===== config.mk =====
export PLATFORM = sky130hd
export DESIGN_NAME = uart_bip_ctrl
export DESIGN_NICKNAME = d
export VERILOG_FILES = /design/src/rtl/uart_bip_ctrl.sv
export SDC_FILE = /design/constraint.sdc
export NUM_CORES = 1
export LEC_CHECK = 0
export ABC_AREA = 1
export CAP_MARGIN = 20
export CORE_ASPECT_RATIO = 0.8
export CORE_MARGIN = 2
export CORE_UTILIZATION = 52
export DETAILED_ROUTE_END_ITERATION = 8
export MAX_ROUTING_LAYER = met4
export PLACE_DENSITY = 0.75
export REMOVE_ABC_BUFFERS = 1
export SLEW_MARGIN = 20
export SYNTH_ARGS = -nofsm -noshare
export SYNTH_HDL_FRONTEND = slang
export SYNTH_SLANG_ARGS = --single-unit

===== constraint.sdc =====
create_clock -name clk -period 2.2 [get_ports clk]
set_input_delay 0.66 -clock clk [delete_from_list [all_inputs] [get_ports clk]]
set_output_delay 0.66 -clock clk [all_outputs]
set_load 0.03 [all_outputs]

===== src/rtl/uart_bip_ctrl.sv =====
// uart_bip_ctrl: command sequencer between the UART and the BIP processor.
// It waits for a run command byte and then clears and runs the BIP until it halts.
// It then transmits a 7-byte report frame:
//   status, acc[15:8], acc[7:0], pc[10:8], pc[7:0], cycles[15:8], cycles[7:0].
// Optional feature macro: UART_BIP_CTRL_TIMEOUT_EN. When it is defined, a run is aborted after
// TIMEOUT_CYCLES and the frame carries status 8'hEE.
module uart_bip_ctrl #(
    parameter logic [7:0]  CMD_RUN        = 8'h53,
    parameter logic [15:0] TIMEOUT_CYCLES = 16'hFFF0
) (
    input  logic        clk,
    input  logic        reset,
    input  logic        rx_done,
    input  logic [7:0]  rx_data,
    output logic        tx_start,
    output logic [7:0]  tx_data,
    input  logic        tx_done,
    output logic        bip_clr,
    output logic        bip_enable,
    input  logic        bip_halt,
    input  logic [15:0] bip_acc,
    input  logic [10:0] bip_pc,
    output logic        busy
);

    typedef enum logic [2:0] {
        StIdle,
        StClear,
        StRun,
        StLatch,
        StSend,
        StWait
    } state_e;

    state_e          state_q, state_d;
    logic [15:0]     cnt_q, cnt_d;
    logic [7:0]      status_q, status_d;
    logic [6:0][7:0] frame_q, frame_d;
    logic [2:0]      idx_q, idx_d;
    logic            tx_start_q, tx_start_d;
    logic [7:0]      tx_data_q, tx_data_d;
    logic            bip_clr_q, bip_clr_d;
    logic            bip_enable_q, bip_enable_d;
    logic            busy_q, busy_d;

`ifndef UART_BIP_CTRL_TIMEOUT_EN
    // The run limit only matters when the abort path is compiled in.
    logic [15:0] unused_timeout;
    assign unused_timeout = TIMEOUT_CYCLES;
`endif

    // Sequencer next state: command decode, run counting, frame capture and byte stepping.
    always_comb begin
        state_d  = state_q;
        cnt_d    = cnt_q;
        status_d = status_q;
        frame_d  = frame_q;
        idx_d    = idx_q;
        unique case (state_q)
            StIdle: begin
                if (rx_done && (rx_data == CMD_RUN)) begin
                    state_d = StClear;
                end
            end
            StClear: begin
                cnt_d    = '0;
                status_d = 8'h00;
                state_d  = StRun;
            end
            StRun: begin
                // A halt takes priority over an abort on the same cycle.
                if (bip_halt) begin
                    state_d = StLatch;
                end
`ifdef UART_BIP_CTRL_TIMEOUT_EN
                else if (cnt_q == TIMEOUT_CYCLES) begin
                    status_d = 8'hEE;
                    state_d  = StLatch;
                end
`endif
                else if (cnt_q != 16'hFFFF) begin
                    cnt_d = cnt_q + 16'd1;
                end
            end
            StLatch: begin
                frame_d = {cnt_q[7:0], cnt_q[15:8], bip_pc[7:0], {5'b0, bip_pc[10:8]},
                           bip_acc[7:0], bip_acc[15:8], status_q};
                idx_d   = 3'd0;
                state_d = StSend;
            end
            StSend: begin
                state_d = StWait;
            end
            StWait: begin
                if (tx_done) begin
                    if (idx_q == 3'd6) begin
                        state_d = StIdle;
                    end else begin
                        idx_d   = idx_q + 3'd1;
                        state_d = StSend;
                    end
                end
            end
            default: begin
                state_d = StIdle;
            end
        endcase
    end

    // Outputs are decoded from the next state so that every output is a flop.
    always_comb begin
        tx_start_d   = (state_d == StSend);
        tx_data_d    = tx_data_q;
        if (state_d == StSend) begin
            tx_data_d = frame_d[idx_d];
        end
        bip_clr_d    = (state_d == StClear);
        bip_enable_d = (state_d == StRun);
        busy_d       = (state_d != StIdle);
    end

    // State and output registers; reset abandons any run or frame immediately.
    always_ff @(posedge clk or negedge reset) begin
        if (!reset) begin
            state_q      <= StIdle;
            cnt_q        <= '0;
            status_q     <= 8'h00;
            frame_q      <= '0;
            idx_q        <= '0;
            tx_start_q   <= 1'b0;
            tx_data_q    <= 8'h00;
            bip_clr_q    <= 1'b0;
            bip_enable_q <= 1'b0;
            busy_q       <= 1'b0;
        end else begin
            state_q      <= state_d;
            cnt_q        <= cnt_d;
            status_q     <= status_d;
            frame_q      <= frame_d;
            idx_q        <= idx_d;
            tx_start_q   <= tx_start_d;
            tx_data_q    <= tx_data_d;
            bip_clr_q    <= bip_clr_d;
            bip_enable_q <= bip_enable_d;
            busy_q       <= busy_d;
        end
    end

    assign tx_start   = tx_start_q;
    assign tx_data    = tx_data_q;
    assign bip_clr    = bip_clr_q;
    assign bip_enable = bip_enable_q;
    assign busy       = busy_q;

endmodule


Yosys cells after proc, flatten, opt, wreduce, memory -nomap -nowiden
Index checks and enable logic that the tools add are counted.
{"block": "word_totals", "register_bits": 90, "mem_bits_rw": 0, "out_inout_bits": 12, "memories": 0, "wordCells": 50, "latchBits": 0, "in_bits": 40, "mem_bits_ro": 0}
{"block": "classes", "bitwise_logic": 0, "n_addsub": 2, "shifts": 0, "mul": 0, "n_mux": 14, "eq_ne": 13, "reduce_logical": 5, "div": 0, "magnitude_cmp": 1}
{"operator": "two-way mux 56 bit", "count": 1}
{"operator": "two-way mux 16 bit", "count": 2}
{"operator": "case mux 16 bit (2 select lines)", "count": 1}
{"operator": "binary-select mux 8 bit (select 3 bit)", "count": 1}
{"operator": "two-way mux 3 bit", "count": 6}
{"operator": "case mux 3 bit (6 select lines)", "count": 1}
{"operator": "adder 16 x 1 -> 16 bit (second input constant)", "count": 1}
{"operator": "inequality test 16 bit (second input constant)", "count": 1}
{"operator": "equality test 3 bit (second input constant)", "count": 4}
{"operator": "equality test 3 x 2 -> 1 bit (second input constant)", "count": 3}
{"operator": "equality test 8 x 7 -> 1 bit (second input constant)", "count": 1}
{"operator": "two-way mux 8 bit", "count": 1}
{"operator": "equality test 3 x 1 -> 1 bit (second input constant)", "count": 2}
{"operator": "case mux 3 bit (2 select lines)", "count": 1}
{"operator": "less-than comparator 3 x 4 -> 1 bit (second input constant)", "count": 1}
{"operator": "inequality test 2 bit (second input constant)", "count": 2}
{"operator": "adder 3 x 1 -> 3 bit (second input constant)", "count": 1}
{"operator": "zero test 3 bit", "count": 1}
{"operator": "AND reduction 3 bit", "count": 1}
{"operator": "nonzero test 3 bit", "count": 1}
{"operator": "nonzero test 2 bit", "count": 1}
{"operator": "logical AND 1 bit", "count": 1}

Depth between registers and ports, before layout
{"block": "depth", "depth_word": 6, "depth_mapped": 13, "ltp_nobuf": 12}

Least setup slack after synthesis
OpenSTA, ideal clock, no wires.
{"block": "synth_path", "path_kind": "register -> register", "from": "register idx_q[0]", "to": "register tx_data_q[2] (netlist: tx_data[2])", "setup_ns": 0.117, "slack_ns": 0.525, "synth_period_minus_slack_ns": 1.675, "t_arrival_ns": 1.558, "path_stages_with_launch": 14, "t_required_ns": 2.083, "path_buffers": 1, "path_cell_list": "dfrtp_1 > inv_1 > ha_1 > nand2_1 > nand2_1 > nor2_1 > nand2_1 > nand2_2 > buf_2 > nand2_1 > nand3_1 > nand3_1 > nand3_1 > nand2_1"}
{"block": "synth_via", "elab_chain_len": 6, "elab_cells_between_ends": 11, "cone_classes": "1 x add/sub; 2 x eq/ne; 8 x mux"}
{"item": "start: declaration", "line_no": "39", "text": "logic [2:0] idx_q, idx_d;"}
{"item": "start signal: assignment", "line_no": "140", "text": "idx_q <= idx_d;"}
{"item": "adder 3 x 1 -> 3 bit / equality test 3 bit (equally long branches)", "line_no": "99, 96"}
{"item": "two-way mux 3 bit", "line_no": "96", "text": "if (idx_q == 3'd6) begin"}
{"item": "two-way mux 3 bit", "line_no": "95", "text": "if (tx_done) begin"}
{"item": "case mux 3 bit (2 select lines)", "line_no": "59", "text": "unique case (state_q)"}
{"item": "binary-select mux 8 bit (select 3 bit)", "line_no": "115", "text": "tx_data_d = frame_d[idx_d];"}
{"item": "two-way mux 8 bit (implied by the code)", "line_no": "115"}
{"item": "end signal: assignment", "line_no": "142", "text": "tx_data_q <= tx_data_d;"}
{"item": "end: declaration", "line_no": "41", "text": "logic [7:0] tx_data_q, tx_data_d;"}
Several ways; a longest one is shown, not always the timed one. The select of a mux whose other input is x is not followed.
A chain may end at the register's enable or synchronous reset.

Worst setup path after layout
{"block": "layout_path", "from": "register tx_data_q[4] (netlist: tx_data[4])", "to": "output tx_data[4]"}
{"item": "end: declaration", "line_no": "16", "text": "output logic [7:0] tx_data,"}
No word-level cell between the ends.

==> results.md <==
- Outcome: completed
- Fin cells: 811
- YS warnings: 0
- Initial Utilization: 0.540
- Vias/cell: 5.04
- Crit Path Max Fanout: 2
- Dpl cell area: 5370 um2
- Design area: 5650 um2
- Io pins: 52
- Starting DRT DRC Count: 259
- Total Wirelength: 10.7 mm
- Drc violations: 0
- Flop pwr share: 0.339
- Post-synth EDFFs: 0
- Post-synth ARST share: 1.00
- Post-detail-place hpwl: 7.67 mm
- PD cells: 1230 nW/um2
- Total Die Area: 9710 um2
- Compound-Gate Fraction of Synth Area: 0.0423
- Max Root-Sink Buffers: 2
- Pleak: 3.35 nW
- Setup-failing EPs final: 0
- Die Height: 88.5 um
- DR WL/cell: 13.2 um
- Vias: 4087
- Insertion delay to the later sink of the worst-skew pair: 0.36 ns
- Post-Synth XOR/XNOR Area: 0.0283
- Gp weighted congestion: 0.938
- Core area: 8600 um2
- Mapped Area: 4650 um2
- Synthesis-to-layout area growth: 21.5%
- Fill cells: 769
- Seq cells post-synth: 90
- Largest net degree at the start of global routing: 91
- Vias in the first global route: 3859
- Die width: 110 um
- CTS tree: built
- Post-Syn Area per Cell: 7.35 um2
- F_max: 0.477 GHz
- CP arrival: 1.44 ns
- Reg clk slew, reported paths: 0.09 ns
- N_diodes: 0
- Clock root cell: clkbuf_8
- Final Max Tran Viols: 0
- Worst path buffer plus inverter count: 1
- Cts bufs inserted: 9
- Post-route ant nets: 0
- Combinational Power Share: 0.449
- Post-CTS Setup Inserts: 0
- Tot Pwr: 0.00696 W
- GRT Overall Usage: 0.249
- Fin crit period: 2.10 ns
- Final hold viol count: 0
- Final period util: 0.954
- Adder-Cell Fraction of Synth Area: 0.00808
- Total of max-cap violations: 0
- Delay of the slowest cell on the worst path: 0.69 ns
- Clk sinks: 90
- Nets: 737
- Seq/Total Area, Yosys: 0.485
- Worst-Margin Slew: 0.589 ns
- Initial antenna violation count: 0
- Sw frac: 0.401
- Worst Path Required: 1.54 ns
- Drt pass-1 iters: 5
- Rows: 30
- Rel. slew slack: 0.607
- Worst clock skew: 0.00806 ns
- First-pass GRT wire length: 17.9 mm
- Hold Path Class: in -> async
- Main synth FF type: dfrtp_1
- Library cells used by synthesis: 26
- Internal power: 0.00417 W
- Placed insts: 795
- Sw power: 0.00279 W
- CP cell instances: clkdlybuf4s50_1
- Mux share of post-synthesis cell area: 0
- Post-synthesis cell count: 632
- Largest family of logic cells by synthesized area: simple AND/OR/NAND/NOR gates
- CP endpoint kind: output port
- GRT overflow: 0
- Critical path type: reg -> out
- Max IR drop VDD: 0.000656 V
- Clock share of power: 0.212
- Port buffer count: 51
- Slowest cell on the critical path: clkdlybuf4s50_1
- Worst path top cell family by delay: buffers and inverters
- H-tree levels: 3
- RSZ-0062 raised after global routing: false
- Post-synthesis simple-gate area fraction: 0.308
- Final core occ: 0.657
- Setup crit start kind: flip-flop
- Share of cells above drive strength 1: 0.0672
cells by family (layout without fill, tap and decap cells):
| family | after synthesis | count (layout) |
|---|---|---|
| compound gates | 37 | 37 |
| simple gates | 336 | 336 |
| buf+inv | 151 | 218 |
| xor+xnor | 15 | 15 |
| flops | 90 | 90 |
| fa+ha+maj | 3 | 3 |
area by class of cell:
type	instances	area [um2]	area share
clock inverters	5	125	0.0222
repair buffers	74	706	0.125
clock buffers	11	141	0.0250
flip-flops and latches	90	2250	0.399
inverters	128	480	0.0851
well taps	112	140	0.0248
multi-input cells	391	1800	0.319
per-stage QoR:
step                setup TNS (ns)  setup WS, ns  hold WS [ns]
finish                           0         0.102         0.318
global route                     0        0.0133         0.348
CTS                              0        0.0398         0.345
detailed placement           -1.87        -0.162         0.451
global placement             -1.01       -0.0819         0.443
floorplan                    -4.44        -0.522         0.364
power by group through the flow:
stage | Sequential [W] | Clock (W) | Combinational [W]
detailed placement | 0.00239 | 0 | 0.00310
floorplan | 0.00247 | 0 | 0.00190
global placement | 0.00237 | 0 | 0.00297
finish | 0.00236 | 0.00148 | 0.00312
CTS | 0.00236 | 0.00150 | 0.00312
global route | 0.00241 | 0.00157 | 0.00355
synthesized netlist by cell type, drive strengths merged (2+ instances only):
cell,count,area share
xor2,14,0.026
nand4,2,0.0027
nor2,24,0.021
nor3,7,0.0075
o21ai,34,0.038
dfrtp,90,0.48
buf,17,0.021
nand3,101,0.11
nand2,199,0.16
ha,3,0.0081
clkbuf,6,0.0048
a21oi,3,0.0040
inv,128,0.10
state kept, by name, indices dropped and copies added (netlist names):
signal / cells
bip_clr: 1
bip_enable: 1
busy: 1
cnt_q: 16
frame_q: 56
idx_q: 3
state_q: 3
tx_data: 8
tx_start: 1
layer usage:
| metal | routed length (um) | GRT usage | up-vias |
|---|---|---|---|
| met3 | 555 | 0.0501 | 17 |
| met4 | 205 | 0.0875 | 0 |
| met2 | 4940 | 0.389 | 107 |
| li1 | - | - | 2040 |
| met5 | 0 | - | - |
| met1 | 5000 | 0.326 | 1923 |
worst paths after layout:
| kind | startpoint | to | slack [ns] | cells past startpoint |
|---|---|---|---|---|
| setup / recovery | tx_data[4] | tx_data[4] | 0.10 | 1 |
| hold / removal | reset | frame_q[22] | 0.32 | 2 |
| setup reg to reg | cnt_q[0] | cnt_q[0] | 0.34 | 8 |
| hold reg to reg | frame_q[28] | frame_q[28] | 0.47 | 2 |
| max in group asynchronous | reset | tx_data[7] | 1.51 | 2 |
| min in group clk | frame_q[28] | frame_q[28] | 0.47 | 2 |
layout by cell type, fill, tap and decap left out, drive strengths merged:
cell,n
nand2,199
inv,128
nand3,101
dfrtp,90
clkdlybuf4s50,50
o21ai,34
nor2,24
buf,24
xor2,14
clkbuf,11
nor3,7
bufinv,4
ha,3
a21oi,3
nand4,2
xnor2,1
nor4b,1
nor3b,1
nand3b,1
clkinv,1
what timing repair did:
action                     in CTS  in global routing
setup endpoints to repair       0                 16
gates resized for setup         0                  1
hold buffers                    0                  0
Power figures use the tool's default switching activity.
